`src/rtl/pkt_rr_arbiter.sv`:
```
//------------------------------------------------------------------------------
// Module  : pkt_rr_arbiter
// Purpose : Round-robin packet arbiter with bounded bursts and a registered,
//           ready-handshaked output slot.
// Rev     : 1.0  initial release
//------------------------------------------------------------------------------
`timescale 1ns/1ps
`default_nettype none

module pkt_rr_arbiter #(
    parameter int NUM_IN    = 4,
    parameter int PW        = 49,
    parameter int MAX_BURST = 4,
    localparam int IW       = (NUM_IN > 1) ? $clog2(NUM_IN) : 1
) (
    input  logic                 clk,
    input  logic                 reset_n,
    input  logic [NUM_IN*PW-1:0] in_pkt,
    output logic [NUM_IN-1:0]    in_ack,
    output logic [PW-1:0]        out_pkt,
    input  logic                 out_ready,
    output logic [IW-1:0]        grant_id,
    output logic                 busy
);

    localparam int CW = 4;

    typedef enum logic [0:0] {
        ST_IDLE  = 1'b0,
        ST_GRANT = 1'b1
    } state_t;

    state_t          r_state;
    logic [IW-1:0]   r_owner;
    logic [IW-1:0]   r_rr_ptr;
    logic [CW-1:0]   r_burst_cnt;
    logic [PW-1:0]   r_out_pkt;

    logic [PW-1:0]   w_slice [NUM_IN];
    logic [NUM_IN-1:0] w_valid;
    logic [IW-1:0]   w_first;
    logic [IW:0]     w_idx;
    logic [IW-1:0]   w_next_ptr;
    logic            w_slot_free;
    logic            w_ack;

    genvar gi;
    generate
        for (gi = 0; gi < NUM_IN; gi++) begin : g_unpack
            assign w_slice[gi] = in_pkt[gi*PW +: PW];
            assign w_valid[gi] = in_pkt[gi*PW + PW - 1];
        end
    endgenerate

    // Scan offsets from high to low so the smallest offset from r_rr_ptr wins.
    always_comb begin
        w_first = '0;
        w_idx   = '0;
        for (int k = NUM_IN - 1; k >= 0; k--) begin
            w_idx = {1'b0, r_rr_ptr} + (IW+1)'(k);
            if (w_idx >= (IW+1)'(NUM_IN)) begin
                w_idx = w_idx - (IW+1)'(NUM_IN);
            end
            if (w_valid[w_idx[IW-1:0]]) begin
                w_first = w_idx[IW-1:0];
            end
        end
    end

    assign w_slot_free = ~r_out_pkt[PW-1] | out_ready;
    assign w_ack       = (r_state == ST_GRANT) & w_valid[r_owner] & w_slot_free;
    assign w_next_ptr  = (r_owner == IW'(NUM_IN - 1)) ? '0 : r_owner + IW'(1);

    always_comb begin
        in_ack = '0;
        if (w_ack) begin
            in_ack[r_owner] = 1'b1;
        end
    end

    always_ff @(posedge clk or negedge reset_n) begin
        if (!reset_n) begin
            r_state     <= ST_IDLE;
            r_owner     <= '0;
            r_rr_ptr    <= '0;
            r_burst_cnt <= '0;
            r_out_pkt   <= '0;
        end else begin
            // A consumed slot empties unless a new packet is loaded below.
            if (r_out_pkt[PW-1] && out_ready) begin
                r_out_pkt[PW-1] <= 1'b0;
            end
            case (r_state)
                ST_IDLE: begin
                    if (|w_valid) begin
                        r_owner     <= w_first;
                        r_burst_cnt <= '0;
                        r_state     <= ST_GRANT;
                    end
                end
                ST_GRANT: begin
                    if (w_ack) begin
                        r_out_pkt   <= w_slice[r_owner];
                        r_burst_cnt <= r_burst_cnt + CW'(1);
                        if (r_burst_cnt == CW'(MAX_BURST - 1)) begin
                            r_state  <= ST_IDLE;
                            r_rr_ptr <= w_next_ptr;
                        end
                    end else if (w_slot_free) begin
                        r_state  <= ST_IDLE;
                        r_rr_ptr <= w_next_ptr;
                    end
                end
                default: r_state <= ST_IDLE;
            endcase
        end
    end

    assign out_pkt  = r_out_pkt;
    assign grant_id = r_owner;
    assign busy     = (r_state == ST_GRANT);

endmodule

`default_nettype wire

```
`config.mk`:
```
export PLATFORM = sky130hd
export DESIGN_NAME = pkt_rr_arbiter
export DESIGN_NICKNAME = d
export VERILOG_FILES = /design/src/rtl/pkt_rr_arbiter.sv
export SDC_FILE = /design/constraint.sdc
export NUM_CORES = 1
export LEC_CHECK = 0
export BUFFER_PORTS_ARGS = -buffer_cell sky130_fd_sc_hd__buf_4
export CELL_PAD_IN_SITES_DETAIL_PLACEMENT = 1
export CELL_PAD_IN_SITES_GLOBAL_PLACEMENT = 1
export CORE_AREA = 3 3 118 120
export CTS_CLUSTER_DIAMETER = 30
export CTS_CLUSTER_SIZE = 40
export DETAILED_ROUTE_END_ITERATION = 10
export DIE_AREA = 0 0 121 123
export MAX_ROUTING_LAYER = met4
export PLACE_DENSITY = 0.8
export SYNTH_ARGS = -nofsm -noshare
export SYNTH_HDL_FRONTEND = slang
export SYNTH_SLANG_ARGS = --single-unit
```
`constraint.sdc`:
```
create_clock -name clk -period 1.8 [get_ports clk]
set_input_delay 0.18 -clock clk [delete_from_list [all_inputs] [get_ports clk]]
set_output_delay 0.18 -clock clk [all_outputs]
set_load 0.01 [all_outputs]
```
==> impl_metrics.csv, run 1 <==
group,metric,value,unit
worst_setup_path,crit_end,"in_ack[1]",
place,place_hpwl,10340,um
worst_setup_path,crit_family,"multiplexers",
place,dpl.cell_count,653,
routing,drc_errors,0,
grt,antenna_found_initial,0,
status,violations,"setup timing",
floorplanning,start_util,27.57,%
final_layout,fin_cells,682,
clock_tree,htree_levels,3,
grt,overflow,0,
power_and_ir_drop,p_total,10.36,mW
timing,period_share,105.4,%
logic_synthesis,ys_warn_count,0,
clock_tree,clk_latency,0.32,ns
worst_setup_path,crit_fanout,6,
timing,hold_viol,0,
timing,rsz0062_at_grt,"true",
timing,clock.fmax,526.8,MHz
worst_setup_path,crit_buf_inv,2,
place,portBuffers,254,
worst_setup_path,setup.worst_path.start_class,"register",
worst_setup_path,startpoint,"grant_id[0]",
logic_synthesis,ys_ff_latch,58,
routing,drtPass1Iterations,4,
routing,avgRoutedWirePerCell,20.02,um
clock_tree,numCtsBuffers,9,
worst_setup_path,r2r-end,"out_pkt[38]",
worst_setup_path,critical-path-slowest-cell,"mux4_2",
worst_setup_path,max_stage_delay,0.56,ns
floorplanning,chipWidth,121,um
timing,worst_slack,-0.09810,ns
logic_synthesis,seq_area_frac_synth,40.24,%
routing,ant_nets,0,
logic_synthesis,synth_area_per_cell,15.89,um^2
power_and_ir_drop,powerDensity,1613,nW/um^2
power_and_ir_drop,leakagePower,3.073,nW
final_layout,syn2layout_area_growth,78.01,%
logic_synthesis,synth_cell_types,30,
floorplanning,rows,42,
worst_setup_path,rrSetupSlack,-0.09,ns
status,status,"finished, violations left",
timing,fin_crit,1.898,ns
routing,wl,13650,um
clock_tree,cts_buffer_depth,2,
timing,fin_setup_tns,-3.307,ns
worst_setup_path,required,1.62,ns
floorplanning,die_area,14880,um^2
min_path,min-delay-start,"in_pkt[48]",
worst_setup_path,critPathArrivalTime,1.72,ns
worst_setup_path,reg2reg_depth,5,
grt,grt_max_degree,54,
power_and_ir_drop,ir_drop,597.6,uV
worst_setup_path,crit_chain,"mux4_2 > nand3_4 > buf_12 > nor2_2 > buf_6",
grt,grt_pass1_wl,20340,um
grt,grt_pass1_vias,3762,
timing,relSlewSlack,74.50,%
min_path,min_path_type,"input pin to register",
timing,drv_slew,0,
clock_tree,clock_sinks,58,
routing,vias_per_cell,4.792,
routing,drt_iter0_drc,71,
logic_synthesis,syn_nets,431,
final_layout,num-nets-final,705,
worst_setup_path,cp_num_cells,5,
floorplanning,fp.coreArea,13090,um^2
floorplanning,ioPinCount,255,
final_layout,fillers,1335,
clock_tree,root_buffer,"clkbuf_16",
clock_tree,tritoncts,"yes",
grt,track_usage,18.17,%
routing,detailroute.via_count,3268,
final_layout,drive_gt1_share,79.25,%
logic_synthesis,syn_area,3607,um^2
final_layout,insertedDiodeCount,0,
logic_synthesis,synthCells,227,
timing,finClkSkew,0.007737,ns
timing,setup_viol,56,
floorplanning,die_y,123,um
flow_run,drv_cap,0,
clock_tree,clk_pin_slew,0.05,ns
logic_synthesis,synth_top_area_share,40.24,%
worst_setup_path,end_kind,"output pin",
logic_synthesis,synthTopCellsByArea,"dfrtp_1 40%, mux4_2 31%, mux2_2 14%",
place,gp_congestion,0.7825,
worst_setup_path,r2r_start,"grant_id[0]",
worst_setup_path,crit_type,"register to output pin",
timing,worst_pin_slew,0.3825,ns
logic_synthesis,synth_top_area_cell,"dfrtp_1",
==> stage by stage <==
| step | worst slack (ns) | util, % | cell area (um^2) | hold slack, ns |
|---|---|---|---|---|
| 3_5_place_dp | -0.05103 | 44.49 | 5822 | 0.1304 |
| 6_report | -0.09810 | 49.07 | 6421 | 0.1831 |
| 5_1_grt | -0.1519 | 49.07 | 6421 | 0.1847 |
| 3_3_place_gp | -0.008692 | 44.49 | 5822 | 0.1163 |
| 2_1_floorplan | -0.1298 | - | 3616 | -0.1156 |
| 4_1_cts | -0.1012 | 48.77 | 6381 | 0.1724 |
==> kinds of logic (layout without fill, tap and decap cells) <==
group | after synthesis | in the layout | share of synthesized area, %
multiplexers | 103 | 103 | 47.31
flip-flops | 58 | 58 | 40.24
buffers and inverters | 26 | 305 | 4.093
AND/OR/NAND/NOR | 22 | 22 | 3.816
AO/OA/AOI/OAI | 13 | 13 | 2.810
adder cells (fa/ha/maj) | 5 | 5 | 1.734
==> routing by layer <==
metal	part of all wire [%]	vias to the layer above	track usage (%)
li1	-	1451	-
met1	37	1648	20.01
met2	54	155	32.48
met3	7.5	14	4.620
met4	1.5	0	5.524
met5	0	-	-
==> where the power goes <==
group	internal, mW	switching [mW]
logic	3.86	2.41
registers	1.99	0.447
clock network	1.07	0.573
total	6.93	3.43
==> state kept, by name, indices dropped and copies added, names as in the netlist <==
signal / count
out_pkt: 49
r_burst_cnt: 4
grant_id: 2
r_rr_ptr: 2
busy: 1
==> layout by cell type (no fill, tap or decap), types with 2 or more instances in the layout <==
cell type | synthesis | final
and2_1 | 2 | 2
buf_12 | 0 | 7
buf_16 | 0 | 2
buf_4 | 0 | 262
buf_6 | 6 | 8
clkbuf_1 | 8 | 4
clkbuf_16 | 0 | 10
clkinv_2 | 0 | 2
dfrtp_1 | 58 | 56
ha_1 | 5 | 5
inv_1 | 8 | 8
mux2_1 | 5 | 2
mux2_2 | 45 | 16
mux2_4 | 0 | 32
mux2i_1 | 4 | 4
mux4_2 | 49 | 49
nand2_1 | 2 | 2
nand2b_1 | 3 | 3
nand4_1 | 2 | 2
nor2_2 | 0 | 3
o21ai_0 | 6 | 6
==> worst register-to-register path, delay by kind of cell (launching register included) <==
kind / cells / cell delay (ns)
buf+inv: 2 / 0.34
flops: 1 / 0.42
mux: 2 / 0.87
simple gates: 1 / 0.13
==> synthesized netlist by cell type <==
cell type	instances
dfrtp_1	58
mux4_2	49
mux2_2	45
clkbuf_1	8
inv_1	8
buf_6	6
o21ai_0	6
ha_1	5
mux2_1	5
nor2_1	5
buf_2	4
mux2i_1	4
nand2b_1	3
a21oi_1	2
and2_1	2
nand2_1	2
nand4_1	2
a221oi_4	1
a31o_2	1
and3_1	1
and4_1	1
nand3_4	1
nor2b_1	1
nor3b_1	1
nor4_1	1
o2bb2ai_1	1
o32ai_1	1
o41ai_1	1
or2_2	1
or3b_2	1
==> worst min-delay path by stage <==
stage	endpoint	slack (ns)	cells past startpoint
after global placement	out_pkt[7]	0.12	1
after global routing	grant_id[0]	0.18	3
after detailed placement	out_pkt[7]	0.13	1
final	grant_id[0]	0.18	3
after CTS	grant_id[0]	0.17	3
after floorplan	busy	-0.12	0
==> final cells by class <==
| class | instances | area (um^2) | share of cell area (%) |
|---|---|---|---|
| clock inverters | 3 | 40.04 | 0.6235 |
| multi-input cells | 143 | 2147 | 33.44 |
| clock buffers | 13 | 240.2 | 3.741 |
| flip-flops and latches | 58 | 1456 | 22.68 |
| repair buffers | 281 | 2287 | 35.62 |
| inverters | 8 | 30.03 | 0.4677 |
| well taps | 176 | 220.2 | 3.429 |
==> what timing repair did <==
item | 4_1_cts | 5_1_grt
endpoints found under the hold margin | 26 | 0
cloned | 2 | 1
resized for setup | 44 | 2
hold buffers | 1 | 0
setup buffers | 8 | 1
pin swaps | 1 | 2
setup endpoints to repair | 46 | 57
Power figures use the tool's default switching activity.
==> run 2: changes to the inputs <==
Settings changed: REMOVE_ABC_BUFFERS set to 1.
==> run 2 against run 1 <==
Against the previous run:
- the run still ends with setup timing left
- core utilization down 0.76 points
- cell area shrank 1.5%
- clock skew is 0.0028 ns lower
- clock power up 4%
- register-to-register slack barely moved
- sequential power hardly changed
- wire length down 3.2%
- sequential cell count unchanged
- die area unchanged
- highest routed layer unchanged
- non-clock buffer count decreased by 11
- clock-buffer cell count increased by 1
==> impl_metrics.csv, run 2 (synthesis gave the netlist of run 1 again) <==
group,metric,value,unit
worst_setup_path,required,1.62,ns
grt,grt_pass1_vias,3655,
floorplanning,die_y,123,um
clock_tree,htree_levels,3,
clock_tree,root_buffer,"clkbuf_16",
place,dpl.cell_count,649,
final_layout,largest_reg_flops,49,
routing,drt_iter0_drc,98,
timing,period_share,105.6,%
final_layout,fin_cells,671,
power_and_ir_drop,p_total,10.09,mW
min_path,min_path_type,"input pin to register",
floorplanning,fp.coreArea,13090,um^2
routing,drtPass1Iterations,4,
timing,hold_viol,0,
timing,setup_viol,32,
final_layout,final_area,6322,um^2
timing,rsz0062_at_grt,"true",
power_and_ir_drop,powerDensity,1596,nW/um^2
worst_setup_path,crit_type,"register to output pin",
timing,clock.fmax,526.2,MHz
grt,overflow,0,
floorplanning,ioPinCount,255,
timing,fin_crit,1.900,ns
place,post-place-ws,-0.08280,ns
worst_setup_path,crit_fanout,5,
final_layout,final_common_cell,"buf_4",
routing,vias_per_cell,4.827,
final_layout,num-nets-final,694,
worst_setup_path,end_kind,"output pin",
power_and_ir_drop,ir_drop,510.7,uV
routing,wl,13220,um
clock_tree,clk_pin_slew,0.05,ns
floorplanning,start_util,27.57,%
clock_tree,numCtsBuffers,9,
grt,track_usage,17.36,%
floorplanning,die_area,14880,um^2
place,place_hpwl,10320,um
clock_tree,tritoncts,"yes",
flow_run,drv_cap,0,
place,post_dp_cell_area,5772,um^2
final_layout,mostFrequentLayoutCells,"255 x buf_4, 56 x dfrtp_1, 49 x mux4_2",
timing,worst_pin_slew,0.4323,ns
final_layout,insertedDiodeCount,0,
place,gp_congestion,0.6966,
worst_setup_path,critPathArrivalTime,1.72,ns
final_layout,drive_gt1_share,78.18,%
grt,grt_max_degree,54,
power_and_ir_drop,leakagePower,3.012,nW
timing,worst_slack,-0.1005,ns
clock_tree,clock_sinks,58,
timing,drv_slew,0,
floorplanning,rows,42,
worst_setup_path,setup.worst_path.start_class,"register",
grt,grt_pass1_wl,19540,um
timing,finClkSkew,0.004917,ns
clock_tree,cts_buffer_depth,2,
timing,relSlewSlack,71.18,%
routing,ant_nets,0,
routing,drc_errors,0,
final_layout,syn2layout_area_growth,75.27,%
status,status,"finished, violations left",
status,violations,"setup timing",
routing,detailroute.via_count,3239,
routing,avgRoutedWirePerCell,19.69,um
clock_tree,clk_latency,0.32,ns
grt,antenna_found_initial,0,
floorplanning,chipWidth,121,um
place,portBuffers,254,
## run 2: changes by cell type in the layout (fill, tap and decap cells not counted)
cell      previous run  this run
buf_4              262       255
buf_12               7         6
mux2_2              16        15
a21oi_1              1         2
a21oi_2              1         0
clkbuf_1             4         3
buf_6                8         5
mux2_1               2         5
mux2_4              32        30
clkbuf_8             0         2
clkinv_2             2         1
## run 2: power by group
group	leakage (nW)	internal, mW	total (mW)	switching [mW]
Combinational	2.18	3.63	5.96	2.34
Clock	0.147	1.14	1.70	0.557
Sequential	0.685	1.99	2.43	0.433
## run 2: worst paths after layout
check,from,to,slack (ns),cells after the start
worst min register to register,out_pkt[14],out_pkt[14],0.50,1
worst max register to register,grant_id[0],r_rr_ptr[1],-0.10,4
worst min-delay path,in_pkt[48],grant_id[0],0.19,3
min in group asynchronous,reset_n,out_pkt[42],0.38,2
worst max-delay path,grant_id[0],in_ack[0],-0.10,5
max in group asynchronous,reset_n,out_pkt[16],0.89,3
## run 2: per-stage QoR
| stage | hold WS [ns] | setup TNS (ns) | util (%) |
|---|---|---|---|
| 6_report | 0.1858 | -1.543 | 48.32 |
| 5_1_grt | 0.2142 | -3.466 | 48.32 |
| 4_1_cts | 0.1754 | -2.999 | 47.56 |
| 3_5_place_dp | 0.1489 | -2.587 | 44.11 |
| 3_3_place_gp | 0.1382 | -0.2459 | 44.11 |
| 2_1_floorplan | -0.1156 | -122.11 | - |
## run 2: critical path, cell delays in order (launching register included)
cell	delay (ns)
dfrtp_4	0.41
mux4_2	0.56
nand3_4	0.15
buf_12	0.14
nor2_2	0.04
buf_6	0.11
## run 2: timing repair
action	in CTS	in global routing
gates resized for setup	22	20
hold endpoints to repair	30	0
buffers inserted	2	1
pin swaps	0	0
cloned	1	1
hold buffers	1	0
setup endpoints to repair	54	54
## run 2: routing by layer
layer / vias up / wire, um / track usage, %
met3: 16 / 928 / 3.843
met1: 1637 / 5019 / 19.75
li1: 1431 / - / -
met4: 0 / 199 / 4.674
met5: - / 0 / -
met2: 155 / 7068 / 30.98
## run 2: cell type report
cell class              count  area, um^2
flip-flops and latches     58        1456
well taps                 176       220.2
clock buffers              14       264.0
clock inverters             2       35.03
multi-input cells         143        2136
fillers                  1349        6763
inverters                   8       30.03
repair buffers            270        2181
==> run 3: changes to the inputs <==
Settings changed: MAX_ROUTING_LAYER met4 to not set.
==> run 3 against run 2 <==
Against the previous run:
- the flow still finishes with violations (setup timing)
- non-clock buffer count unchanged
- global-route usage down 0.48 points
- clock skew up 0.00088 ns
- sequential share of layout area about the same
- combinational power down 0.7%
- sequential power about the same
- register-to-register slack about the same
- sequential cell count unchanged
- via count down 0.40%
- clock power about the same
- largest cell class unchanged
- core utilization down 0.086 points
- largest power group unchanged
==> impl_metrics.csv, run 3 (synthesis gave the netlist of run 1 again) <==
group,metric,value,unit
worst_setup_path,max_stage_delay,0.56,ns
timing,period_share,105.5,%
grt,grt_pass1_wl,19550,um
clock_tree,htree_levels,3,
grt,antenna_found_initial,0,
clock_tree,cts_buffer_depth,2,
final_layout,drive_gt1_share,78.18,%
timing,relSlewSlack,71.39,%
worst_setup_path,crit_fanout,5,
power_and_ir_drop,ir_drop,510.6,uV
final_layout,num-nets-final,694,
timing,rsz0062_at_grt,"true",
power_and_ir_drop,seqPwrFrac,24.1,%
routing,vias_per_cell,4.808,
clock_tree,root_buffer,"clkbuf_16",
grt,track_usage,16.87,%
worst_setup_path,reg2reg_depth,4,
worst_setup_path,end_kind,"output pin",
clock_tree,clk_pin_slew,0.05,ns
power_and_ir_drop,combPwrFrac,58.9,%
timing,drv_slew,0,
worst_setup_path,required,1.62,ns
final_layout,insertedDiodeCount,0,
clock_tree,numCtsBuffers,9,
floorplanning,ioPinCount,255,
timing,hold_viol,0,
worst_setup_path,critical-path-slowest-cell,"mux4_2",
clock_tree,clock_sinks,58,
worst_setup_path,crit_end,"in_ack[0]",
floorplanning,chipWidth,121,um
worst_setup_path,r2r_start,"grant_id[0]",
timing,fin_setup_tns,-1.531,ns
routing,drc_errors,0,
timing,clock.fmax,526.6,MHz
timing,worst_slack,-0.09899,ns
floorplanning,fp.coreArea,13090,um^2
clock_tree,tritoncts,"yes",
worst_setup_path,critPathArrivalTime,1.72,ns
routing,drtPass1Iterations,4,
power_and_ir_drop,leakagePower,2.998,nW
grt,overflow,0,
status,status,"finished, violations left",
clock_tree,clk_latency,0.31,ns
place,portBuffers,254,
worst_setup_path,setup.worst_path.start_class,"register",
final_layout,mostFrequentLayoutCells,"255 x buf_4, 56 x dfrtp_1, 49 x mux4_2",
final_layout,syn2layout_area_growth,74.96,%
place,place_hpwl,10320,um
power_and_ir_drop,p_clk_share,16.9,%
grt,grt_max_degree,54,
timing,finClkSkew,0.005800,ns
place,gp_congestion,0.6893,
floorplanning,die_area,14880,um^2
power_and_ir_drop,switching_power,3.311,mW
grt,grt_pass1_vias,3651,
routing,ant_nets,0,
floorplanning,die_y,123,um
worst_setup_path,crit_chain,"mux4_2 > nand3_4 > buf_12 > nor2_2 > buf_6",
routing,wl,13200,um
power_and_ir_drop,p_int,6.734,mW
worst_setup_path,startpoint,"grant_id[0]",
routing,detailroute.via_count,3226,
final_layout,final_common_cell,"buf_4",
floorplanning,start_util,27.57,%
worst_setup_path,crit_type,"register to output pin",
flow_run,drv_cap,0,
power_and_ir_drop,p_total,10.05,mW
worst_setup_path,rrSetupSlack,-0.1,ns
floorplanning,rows,42,
worst_setup_path,r2r-end,"r_rr_ptr[1]",
final_layout,largest_reg_flops,49,
power_and_ir_drop,p_sw_share,32.96,%
timing,setup_viol,32,
power_and_ir_drop,powerDensity,1592,nW/um^2
timing,worst_pin_slew,0.4292,ns
timing,fin_crit,1.899,ns
min_path,min_path_type,"input pin to register",
routing,avgRoutedWirePerCell,19.67,um
routing,drt_iter0_drc,91,
status,violations,"setup timing",
[run 3: timing repair]
| action | CTS | global route |
|---|---|---|
| setup buffers | 2 | 1 |
| endpoints found under the setup margin | 54 | 54 |
| gates resized for setup | 22 | 17 |
| endpoints found under the hold margin | 30 | 0 |
| gates cloned | 1 | 1 |
| hold buffers | 1 | 0 |
[run 3: worst min path at each step]
stage / start / end / slack (ns) / cells past startpoint
detailed placement: reset_n / out_pkt[42] / 0.15 / 1
CTS: in_pkt[48] / grant_id[0] / 0.18 / 3
global placement: reset_n / out_pkt[45] / 0.14 / 1
global route: in_pkt[146] / grant_id[0] / 0.21 / 3
finish: in_pkt[48] / grant_id[0] / 0.19 / 3
floorplan: reset_n / busy / -0.12 / 0
[run 3: critical path, delay by kind of cell (launching register included)]
kind          cells  cell delay, ns
buf+inv           2            0.25
flops             1            0.41
mux               1            0.56
simple gates      2            0.19
[run 3: metal layers]
layer,GRT usage [%],vias up,share of wire (%)
met1,19.32,1620,37
met4,4.674,0,1.5
met2,31.09,159,54
met3,4.437,17,7.6
met5,0,-,0
li1,-,1430,-
[run 3: area by class of cell]
| class | count | area (um^2) |
|---|---|---|
| well taps | 176 | 220.2 |
| clock buffers | 14 | 264.0 |
| fillers | 1353 | 6774 |
| repair buffers | 270 | 2181 |
| multi-input cells | 143 | 2125 |
| clock inverters | 2 | 35.03 |
| inverters | 8 | 30.03 |
| flip-flops and latches | 58 | 1456 |
[run 3: per-stage QoR]
| step | instance area, um^2 | hold WS [ns] | setup slack [ns] | utilization (%) | cells |
|---|---|---|---|---|---|
| global route | 6311 | 0.2142 | -0.1522 | 48.23 | 671 |
| global placement | 5772 | 0.1382 | -0.01335 | 44.11 | 649 |
| floorplan | 3490 | -0.1156 | -2.077 | - | 209 |
| finish | 6311 | 0.1865 | -0.09899 | 48.23 | 671 |
| detailed placement | 5772 | 0.1489 | -0.08280 | 44.11 | 649 |
| CTS | 6223 | 0.1754 | -0.1360 | 47.56 | 669 |
[run 3: power by group through the flow]
stage               Sequential [mW]  Clock (mW)  Combinational [mW]
finish                         2.43        1.70                5.92
global route                   2.51        1.82                6.35
CTS                            2.42        1.76                5.76
detailed placement             2.43           0                5.34
global placement               2.38           0                5.13
floorplan                      2.99           0                2.46
